`config.mk`:
```
export PLATFORM = sky130hd
export DESIGN_NAME = gpio_key_debounce
export DESIGN_NICKNAME = d
export VERILOG_FILES = /design/src/rtl/gpio_key_debounce.sv
export SDC_FILE = /design/constraint.sdc
export NUM_CORES = 1
export LEC_CHECK = 0
export BUFFER_PORTS_ARGS = -buffer_cell sky130_fd_sc_hd__buf_2
export CAP_MARGIN = 20
export CORE_MARGIN = 2
export CORE_UTILIZATION = 25
export CTS_CLUSTER_DIAMETER = 150
export DETAILED_ROUTE_END_ITERATION = 16
export PLACE_DENSITY = 0.49
export REMOVE_ABC_BUFFERS = 1
export SETUP_SLACK_MARGIN = 0.15
export SYNTH_ARGS = -nofsm -noshare
export SYNTH_HDL_FRONTEND = slang
export SYNTH_SLANG_ARGS = --single-unit
```
`constraint.sdc`:
```
create_clock -name clk25 -period 5.98 [get_ports clk25]
set_input_delay 0.897 -clock clk25 [delete_from_list [all_inputs] [get_ports clk25]]
set_output_delay 0.897 -clock clk25 [all_outputs]
set_load 0.005 [all_outputs]
```
`src/rtl/gpio_key_debounce.sv`:
```
// ---------------------------------------------------------------------------
// gpio_key_debounce
//
// Brings a raw push-button / switch pad into the clk25 domain and debounces
// it. The result goes to the MCU gpio input and to fabric logic.
//
// Processing chain:
//   pad -> 2-flop synchroniser -> polarity normalisation (raw, 1 = pressed)
//       -> 4-state debounce FSM -> registered level / press / release
//       -> sticky event flag, press counter and overflow flag
//
// Ports:
//   clk25        in   system clock, rising edge
//   fpga_rst_n   in   asynchronous active-low reset
//   key_in       in   raw pad, asynchronous and bouncy
//   evt_ack      in   single-cycle acknowledge; clears evt_pending / overflow
//   key_level    out  debounced level, 1 = pressed
//   key_press    out  one-cycle pulse on an accepted press
//   key_release  out  one-cycle pulse on an accepted release
//   evt_pending  out  sticky, set by key_press, cleared by evt_ack
//   press_cnt    out  number of accepted presses, wraps
//   overflow     out  sticky, set when press_cnt wraps, cleared by evt_ack
// ---------------------------------------------------------------------------
module gpio_key_debounce #(
  parameter int DEBOUNCE_CYCLES = 250000,
  parameter int CNT_W           = 18,
  parameter int ACTIVE_LOW      = 1,
  parameter int EVT_CNT_W       = 8
) (
  input  logic                 clk25,
  input  logic                 fpga_rst_n,
  input  logic                 key_in,
  input  logic                 evt_ack,
  output logic                 key_level,
  output logic                 key_press,
  output logic                 key_release,
  output logic                 evt_pending,
  output logic [EVT_CNT_W-1:0] press_cnt,
  output logic                 overflow
);

  // Pad level meaning "not pressed"; the synchroniser resets to it so that
  // reset release does not look like a press.
  localparam logic IDLE_LVL = (ACTIVE_LOW != 0);

  // Qualification ends when the counter shows DEBOUNCE_CYCLES-2: the sample
  // that moved the FSM out of its stable state counts as the first one.
  localparam logic [CNT_W-1:0] CNT_LAST = CNT_W'(DEBOUNCE_CYCLES - 2);

  typedef enum logic [1:0] {
    RELEASED     = 2'd0,
    PRESS_WAIT   = 2'd1,
    PRESSED      = 2'd2,
    RELEASE_WAIT = 2'd3
  } state_t;

  logic                 sync1_q, sync2_q;
  logic                 raw;
  state_t               state_q, state_d;
  logic [CNT_W-1:0]     cnt_q, cnt_d;
  logic                 level_q, level_d;
  logic                 press_q, press_d;
  logic                 release_q, release_d;
  logic                 evt_q;
  logic [EVT_CNT_W-1:0] pcnt_q;
  logic                 ovf_q;

  // ---------------------------------------------------------------- sync
  always_ff @(posedge clk25 or negedge fpga_rst_n) begin
    if (!fpga_rst_n) begin
      sync1_q <= IDLE_LVL;
      sync2_q <= IDLE_LVL;
    end else begin
      sync1_q <= key_in;
      sync2_q <= sync1_q;
    end
  end

  assign raw = sync2_q ^ IDLE_LVL;

  // ---------------------------------------------------------------- FSM
  always_ff @(posedge clk25 or negedge fpga_rst_n) begin
    if (!fpga_rst_n) begin
      state_q   <= RELEASED;
      cnt_q     <= '0;
      level_q   <= 1'b0;
      press_q   <= 1'b0;
      release_q <= 1'b0;
    end else begin
      state_q   <= state_d;
      cnt_q     <= cnt_d;
      level_q   <= level_d;
      press_q   <= press_d;
      release_q <= release_d;
    end
  end

  always_comb begin
    state_d   = state_q;
    cnt_d     = cnt_q;
    press_d   = 1'b0;
    release_d = 1'b0;
    case (state_q)
      RELEASED: begin
        if (raw) begin
          state_d = PRESS_WAIT;
          cnt_d   = '0;
        end
      end
      PRESS_WAIT: begin
        if (!raw) begin
          state_d = RELEASED;
          cnt_d   = '0;
        end else if (cnt_q == CNT_LAST) begin
          state_d = PRESSED;
          cnt_d   = '0;
          press_d = 1'b1;
        end else begin
          cnt_d = cnt_q + CNT_W'(1);
        end
      end
      PRESSED: begin
        if (!raw) begin
          state_d = RELEASE_WAIT;
          cnt_d   = '0;
        end
      end
      RELEASE_WAIT: begin
        if (raw) begin
          state_d = PRESSED;
          cnt_d   = '0;
        end else if (cnt_q == CNT_LAST) begin
          state_d   = RELEASED;
          cnt_d     = '0;
          release_d = 1'b1;
        end else begin
          cnt_d = cnt_q + CNT_W'(1);
        end
      end
      default: begin
        state_d = RELEASED;
        cnt_d   = '0;
      end
    endcase
    // The level stays high while a release is still being qualified.
    level_d = (state_d == PRESSED) || (state_d == RELEASE_WAIT);
  end

  // ------------------------------------------------- event bookkeeping
  // Driven from the registered press pulse, so an evt_ack that arrives in
  // the cycle key_press is visible collides with the set, and the set wins.
  always_ff @(posedge clk25 or negedge fpga_rst_n) begin
    if (!fpga_rst_n) begin
      evt_q  <= 1'b0;
      pcnt_q <= '0;
      ovf_q  <= 1'b0;
    end else begin
      if (press_q) begin
        evt_q <= 1'b1;
      end else if (evt_ack) begin
        evt_q <= 1'b0;
      end

      if (press_q) begin
        pcnt_q <= pcnt_q + EVT_CNT_W'(1);
      end

      if (press_q && (&pcnt_q)) begin
        ovf_q <= 1'b1;
      end else if (evt_ack) begin
        ovf_q <= 1'b0;
      end
    end
  end

  assign key_level   = level_q;
  assign key_press   = press_q;
  assign key_release = release_q;
  assign evt_pending = evt_q;
  assign press_cnt   = pcnt_q;
  assign overflow    = ovf_q;

endmodule

```
=== Word level (Yosys, flattened, before mapping) ===
Index checks and enable logic that the tools add are counted.

* Logic and storage cells: 48
* Register bits: 35
* Output and inout port bits: 13
* Input port bits: 4

* Add/sub/neg operators: 2
* Equal/unequal tests: 8
* Reductions and logical operators: 7
* Muxes and demuxes: 21

{| class="wikitable"
|+ Operator list
! operator !! count
|-
| two-way mux 18 bit || 5
|-
| case mux 18 bit (4 select lines) || 1
|-
| adder 18 x 1 -> 18 bit (second input constant) || 1
|-
| equality test 18 bit (second input constant) || 1
|-
| two-way mux 2 bit || 6
|-
| adder 8 x 1 -> 8 bit (second input constant) || 1
|-
| equality test 2 bit (second input constant) || 4
|-
| two-way mux 1 bit || 8
|-
| case mux 2 bit (4 select lines) || 1
|-
| AND reduction 8 bit || 1
|-
| != test 2 bit (second input constant) || 2
|-
| nonzero test 2 bit || 2
|-
| equality test 2 x 1 -> 1 bit (second input constant) || 1
|-
| logical NOT 2 bit || 1
|-
| AND reduction 2 bit || 1
|-
| logical AND 1 bit || 1
|-
| logical OR 1 bit || 1
|}

=== Logic depth before layout (Yosys ltp) ===
* Word-level depth: 6
* Gate-level depth with buffers: 7
* Mapped depth without buffers: 6

=== Least setup slack after synthesis ===
No wires, ideal clock.

* Kind: reg2reg
* From: register cnt_q[4]
* To: register cnt_q[9]
* Required time: 5.856 ns
* Path slack: 4.039 ns
* Clock period less this slack: 1.941 ns
* Data arrival time: 1.817 ns
* Cell stages (with the launch flop): 5
* Buffers on the path: 0
* Library setup time: 0.124 ns
* Cell sequence: dfrtp_1 -> or4b_1 -> o41a_1 -> and3_1 -> a211o_1

* Word-level cells in the longest chain between the ends: 4
* Elaborated cells between the ends (all ways): 6
* Classes of those cells: 1 x add/sub; 1 x eq/ne; 4 x mux

{| class="wikitable"
|+ RTL lines
! what !! RTL line !! RTL
|-
| start: declaration || 60 || <nowiki>logic [CNT_W-1:0] cnt_q, cnt_d;</nowiki>
|-
| start signal: assignment || 91 || <nowiki>cnt_q <= cnt_d;</nowiki>
|-
| adder 18 x 1 -> 18 bit or equality test 18 bit (tied branches) || -- ||
|-
| two-way mux 18 bit * || 114, 132 ||
|-
| two-way mux 18 bit, on equally long branches || 129, 111 ||
|-
| case mux 18 bit (4 select lines) * || 103 || <nowiki>case (state_q)</nowiki>
|}

Every way passes the cells marked *; elsewhere a longest branch is shown, timed or not.
A chain may end at the register's enable or synchronous reset.

=== Worst setup path after layout ===
Same ends and word-level chain as after synthesis.

==> impl_metrics.prom <==
# TYPE chip_impl_metric gauge
chip_impl_metric{name="clk_pin_slew",unit="ps"} 80
chip_impl_metric{name="drt_first_iter_violations",unit=""} 96
chip_impl_metric{name="vdd_drop_max",unit="mV"} 0.138
chip_impl_info{name="dominantRegCellSynth",value="sky130_fd_sc_hd__dfrtp_1"} 1
chip_impl_metric{name="finalCoreUtilization",unit=""} 0.304
chip_impl_info{name="grt_setup_unrepaired",value="false"} 1
chip_impl_metric{name="finalHoldWorstSlack",unit="ps"} 357
chip_impl_metric{name="chipHeight",unit="um"} 85.6
chip_impl_metric{name="synth_edf_count",unit=""} 0
chip_impl_info{name="critical_path.reg2reg.startpoint",value="cnt_q[4]$_DFFE_PN0P_"} 1
chip_impl_metric{name="start_util",unit=""} 0.260
chip_impl_metric{name="max-clock-path-buffers",unit=""} 2
chip_impl_metric{name="clock_power_share",unit=""} 0.462
chip_impl_metric{name="pre_cts_setup_slack",unit="ps"} 3700
chip_impl_info{name="run_status",value="finished clean"} 1
chip_impl_metric{name="post_drt_wl_per_cell",unit="um"} 12.7
chip_impl_metric{name="synthesis.area",unit="sq mm"} 0.00166
chip_impl_metric{name="number_of_warnings_reported_in_the_yosys_synthesis_log",unit=""} 0
chip_impl_metric{name="timing.final.max_slew_violations",unit=""} 0
chip_impl_metric{name="power.internal",unit="W"} 0.000378
chip_impl_metric{name="num-fill-cells",unit=""} 705
chip_impl_metric{name="grt_util_met2",unit=""} 0.148
chip_impl_metric{name="report.final.hold_viol_count",unit=""} 0
chip_impl_metric{name="netSwitchingPower",unit="W"} 0.000102
chip_impl_metric{name="combPwrFrac",unit=""} 0.034
chip_impl_metric{name="detailedPlacementHpwl",unit="um"} 2220
chip_impl_metric{name="grt_max_degree",unit=""} 36
chip_impl_metric{name="grt_util_met1",unit=""} 0.154
chip_impl_metric{name="seqPwrFrac",unit=""} 0.503
chip_impl_metric{name="synthesis.instances",unit=""} 166
chip_impl_metric{name="cts_sinks",unit=""} 35
chip_impl_metric{name="power.static_leakage",unit="nW"} 0.916
chip_impl_info{name="grt_most_used_layer",value="met1"} 1
chip_impl_metric{name="cts.repair.resized",unit=""} 0
chip_impl_info{name="cp-end-kind",value="flip-flop"} 1
chip_impl_info{name="crit_chain",value="or4b_1 -> o41a_1 -> and3_1 -> a211o_1"} 1
chip_impl_metric{name="drive_above_1_share",unit=""} 0.151
chip_impl_metric{name="insertedDiodeCount",unit=""} 0
chip_impl_metric{name="viasPerCell",unit=""} 4.75
chip_impl_metric{name="cts_setup_buffers",unit=""} 0
chip_impl_metric{name="core.rowCount",unit=""} 29
chip_impl_metric{name="remaining_drc_errors",unit=""} 0
chip_impl_metric{name="max_cap_check_violation_count",unit=""} 0
chip_impl_metric{name="synth.lib_cells_used.distinct",unit=""} 34
chip_impl_metric{name="tightest_slew",unit="ps"} 793
chip_impl_metric{name="fin_setup_tns",unit="ps"} 0
chip_impl_metric{name="slew_headroom",unit=""} 0.472
chip_impl_info{name="timing.critical_path.from_type",value="flip-flop"} 1
chip_impl_metric{name="postSynth.asyncResetShare",unit=""} 1.00
chip_impl_metric{name="maximum_clock_frequency",unit="GHz"} 0.432
chip_impl_metric{name="drt_first_pass_iters",unit=""} 4
chip_impl_info{name="min-delay-path-class",value="flip-flop to flip-flop"} 1
chip_impl_metric{name="final_min_period_over_clock_period",unit=""} 0.387
chip_impl_metric{name="grt_antenna_before_repair",unit=""} 0
chip_impl_metric{name="synth_top_cell_area_share",unit=""} 0.497
chip_impl_metric{name="finalSetupViolCount",unit=""} 0
chip_impl_metric{name="global_route_usage_over_all_layers",unit=""} 0.105
chip_impl_metric{name="timing.final.ws_setup",unit="ps"} 3670
chip_impl_metric{name="power.total",unit="W"} 0.000480
chip_impl_metric{name="clock_tree_skew_after_final_layout",unit="ps"} 6.99
chip_impl_info{name="synth_most_common_cell",value="sky130_fd_sc_hd__dfrtp_1"} 1
chip_impl_metric{name="synth.avg_cell_area",unit="sq um"} 10.0
chip_impl_info{name="critPathTopFamily",value="compound AO/OA/AOI/OAI gates"} 1
chip_impl_metric{name="die_area",unit="sq mm"} 0.00732
chip_impl_metric{name="net_switching_share_of_the_total_power",unit=""} 0.212
chip_impl_info{name="critPathKind",value="flip-flop to flip-flop"} 1
chip_impl_metric{name="cp_data_required_time",unit="ps"} 6150
chip_impl_metric{name="gr-total-overflow",unit=""} 0
chip_impl_info{name="synth.top_cells.by_count",value="sky130_fd_sc_hd__dfrtp_1, sky130_fd_sc_hd__nand2_1, sky130_fd_sc_hd__nand3_1"} 1
chip_impl_metric{name="nNetsFinal",unit=""} 192
chip_impl_metric{name="buffer_ports.inserted",unit=""} 16
chip_impl_info{name="cp_slowest_cell",value="sky130_fd_sc_hd__o41a_1"} 1
chip_impl_metric{name="clk_latency",unit="ps"} 280
chip_impl_info{name="synth_top_area_cell",value="sky130_fd_sc_hd__dfrtp_1"} 1
chip_impl_metric{name="grt_pass1_vias",unit=""} 1206
chip_impl_metric{name="design.core.area",unit="sq mm"} 0.00639
chip_impl_info{name="clock_tree_root_buffer_cell",value="sky130_fd_sc_hd__clkbuf_8"} 1
chip_impl_metric{name="floorplan.die.width",unit="um"} 85.6
chip_impl_metric{name="cts-buffers-inserted",unit=""} 5
chip_impl_metric{name="via_count",unit=""} 1248
chip_impl_info{name="clock_tree_from_tritoncts",value="done"} 1
chip_impl_metric{name="synth_seq_cells",unit=""} 35
chip_impl_metric{name="period_needed",unit="ps"} 2310
chip_impl_metric{name="crit_fanout",unit=""} 16
chip_impl_metric{name="power-per-cell-area",unit="mW/mm^2"} 247
chip_impl_metric{name="post_cts_hold_buffer_count",unit=""} 0
chip_impl_metric{name="design.portCount",unit=""} 17
chip_impl_info{name="hp-start",value="sync1_q$_DFF_PN1_"} 1
chip_impl_metric{name="max_stage_delay",unit="ps"} 630
chip_impl_metric{name="synth-seq-area-share",unit=""} 0.528
chip_impl_metric{name="grt_pass1_wl",unit="um"} 6070
chip_impl_metric{name="critical_path_data_arrival_time",unit="ps"} 2480
chip_impl_metric{name="grtUsageMet3",unit=""} 0.0260
chip_impl_metric{name="totalWireLength",unit="um"} 3340
chip_impl_metric{name="htree_num_levels",unit=""} 2
chip_impl_info{name="synth.area.top_cells",value="sky130_fd_sc_hd__dfrtp_1, sky130_fd_sc_hd__nand3_1, sky130_fd_sc_hd__nand2_1"} 1
chip_impl_info{name="critical_path.startpoint",value="cnt_q[4]$_DFFE_PN0P_"} 1
chip_impl_metric{name="postRouteAntennaNets",unit=""} 0
chip_impl_metric{name="critical_path.n_buffers_inverters",unit=""} 0
chip_impl_metric{name="routabilityCongestion",unit=""} 0.722
chip_impl_metric{name="area.growth.synth_to_final",unit="%"} 16.9
worst paths after layout:
check / depth (start not counted) / endpoint / slack [ps]
setup / recovery: 4 / cnt_q[9]$_DFFE_PN0P_ / 3670
hold / removal: 0 / sync2_q$_DFF_PN1_ / 360
setup reg to reg: 4 / cnt_q[9]$_DFFE_PN0P_ / 3670
hold reg to reg: 0 / sync2_q$_DFF_PN1_ / 360
max in group asynchronous: 1 / key_press$_DFF_PN0_ / 4780
min in group asynchronous: 1 / key_level$_DFF_PN0_ / 700
metal layers:
metal,wire (um),vias to the layer above
met1,1740,591
li1,-,633
met3,101,5
met2,1460,19
met4,46,0
met5,0,-
per-stage QoR:
stage,area [sq um],instances
3_3_place_gp,1830,255
5_1_grt,1940,263
4_1_cts,1940,263
3_5_place_dp,1830,255
6_report,1940,263
2_1_floorplan,1640,161
layout make-up:
cell class / count / area, sq um / area share
clock buffers: 6 / 82.6 / 0.0425
repair buffers: 17 / 87.6 / 0.0450
multi-input cells: 119 / 738 / 0.380
clock inverters: 2 / 35.0 / 0.0180
inverters: 7 / 26.3 / 0.0135
well taps: 77 / 96.3 / 0.0495
flip-flops and latches: 35 / 878 / 0.452
logic make-up after synthesis:
logic type,Yosys count,share of synthesized area
buffers and inverters,12,0.0278
AO/OA/AOI/OAI,20,0.0835
multiplexers,4,0.0248
adder cells (fa/ha/maj),3,0.0226
XOR/XNOR,11,0.0579
flip-flops,35,0.528
AND/OR/NAND/NOR,81,0.255
flip-flops by register name, summed over array words and instances (netlist names):
signal	count
sync1_q	1
press_cnt	8
key_release	1
overflow	1
key_level	1
cnt_q	18
evt_pending	1
key_press	1
sync2_q	1
state_q	2
power groups by stage:
stage / combinational (W) / sequential, W / clock, W
3_5_place_dp: 0.0000171 / 0.000246 / 0
6_report: 0.0000165 / 0.000242 / 0.000222
4_1_cts: 0.0000172 / 0.000242 / 0.000231
5_1_grt: 0.0000197 / 0.000242 / 0.000239
2_1_floorplan: 0.00000747 / 0.000246 / 0
3_3_place_gp: 0.0000171 / 0.000246 / 0
cells in the final DEF (no fill, tap or decap), types with 6 or more instances in the layout:
cell                        n
sky130_fd_sc_hd__dfrtp_1   33
sky130_fd_sc_hd__nand2_1   21
sky130_fd_sc_hd__nand3_1   17
sky130_fd_sc_hd__buf_2     16
sky130_fd_sc_hd__nor2_1     8
sky130_fd_sc_hd__inv_1      7
sky130_fd_sc_hd__nand4_1    7
sky130_fd_sc_hd__xnor2_1    7
sky130_fd_sc_hd__o21ai_0    7
sky130_fd_sc_hd__nor3_1     6
sky130_fd_sc_hd__or3_1      6
sky130_fd_sc_hd__clkbuf_8   6
Note: power is estimated with default switching activity, not from simulation.
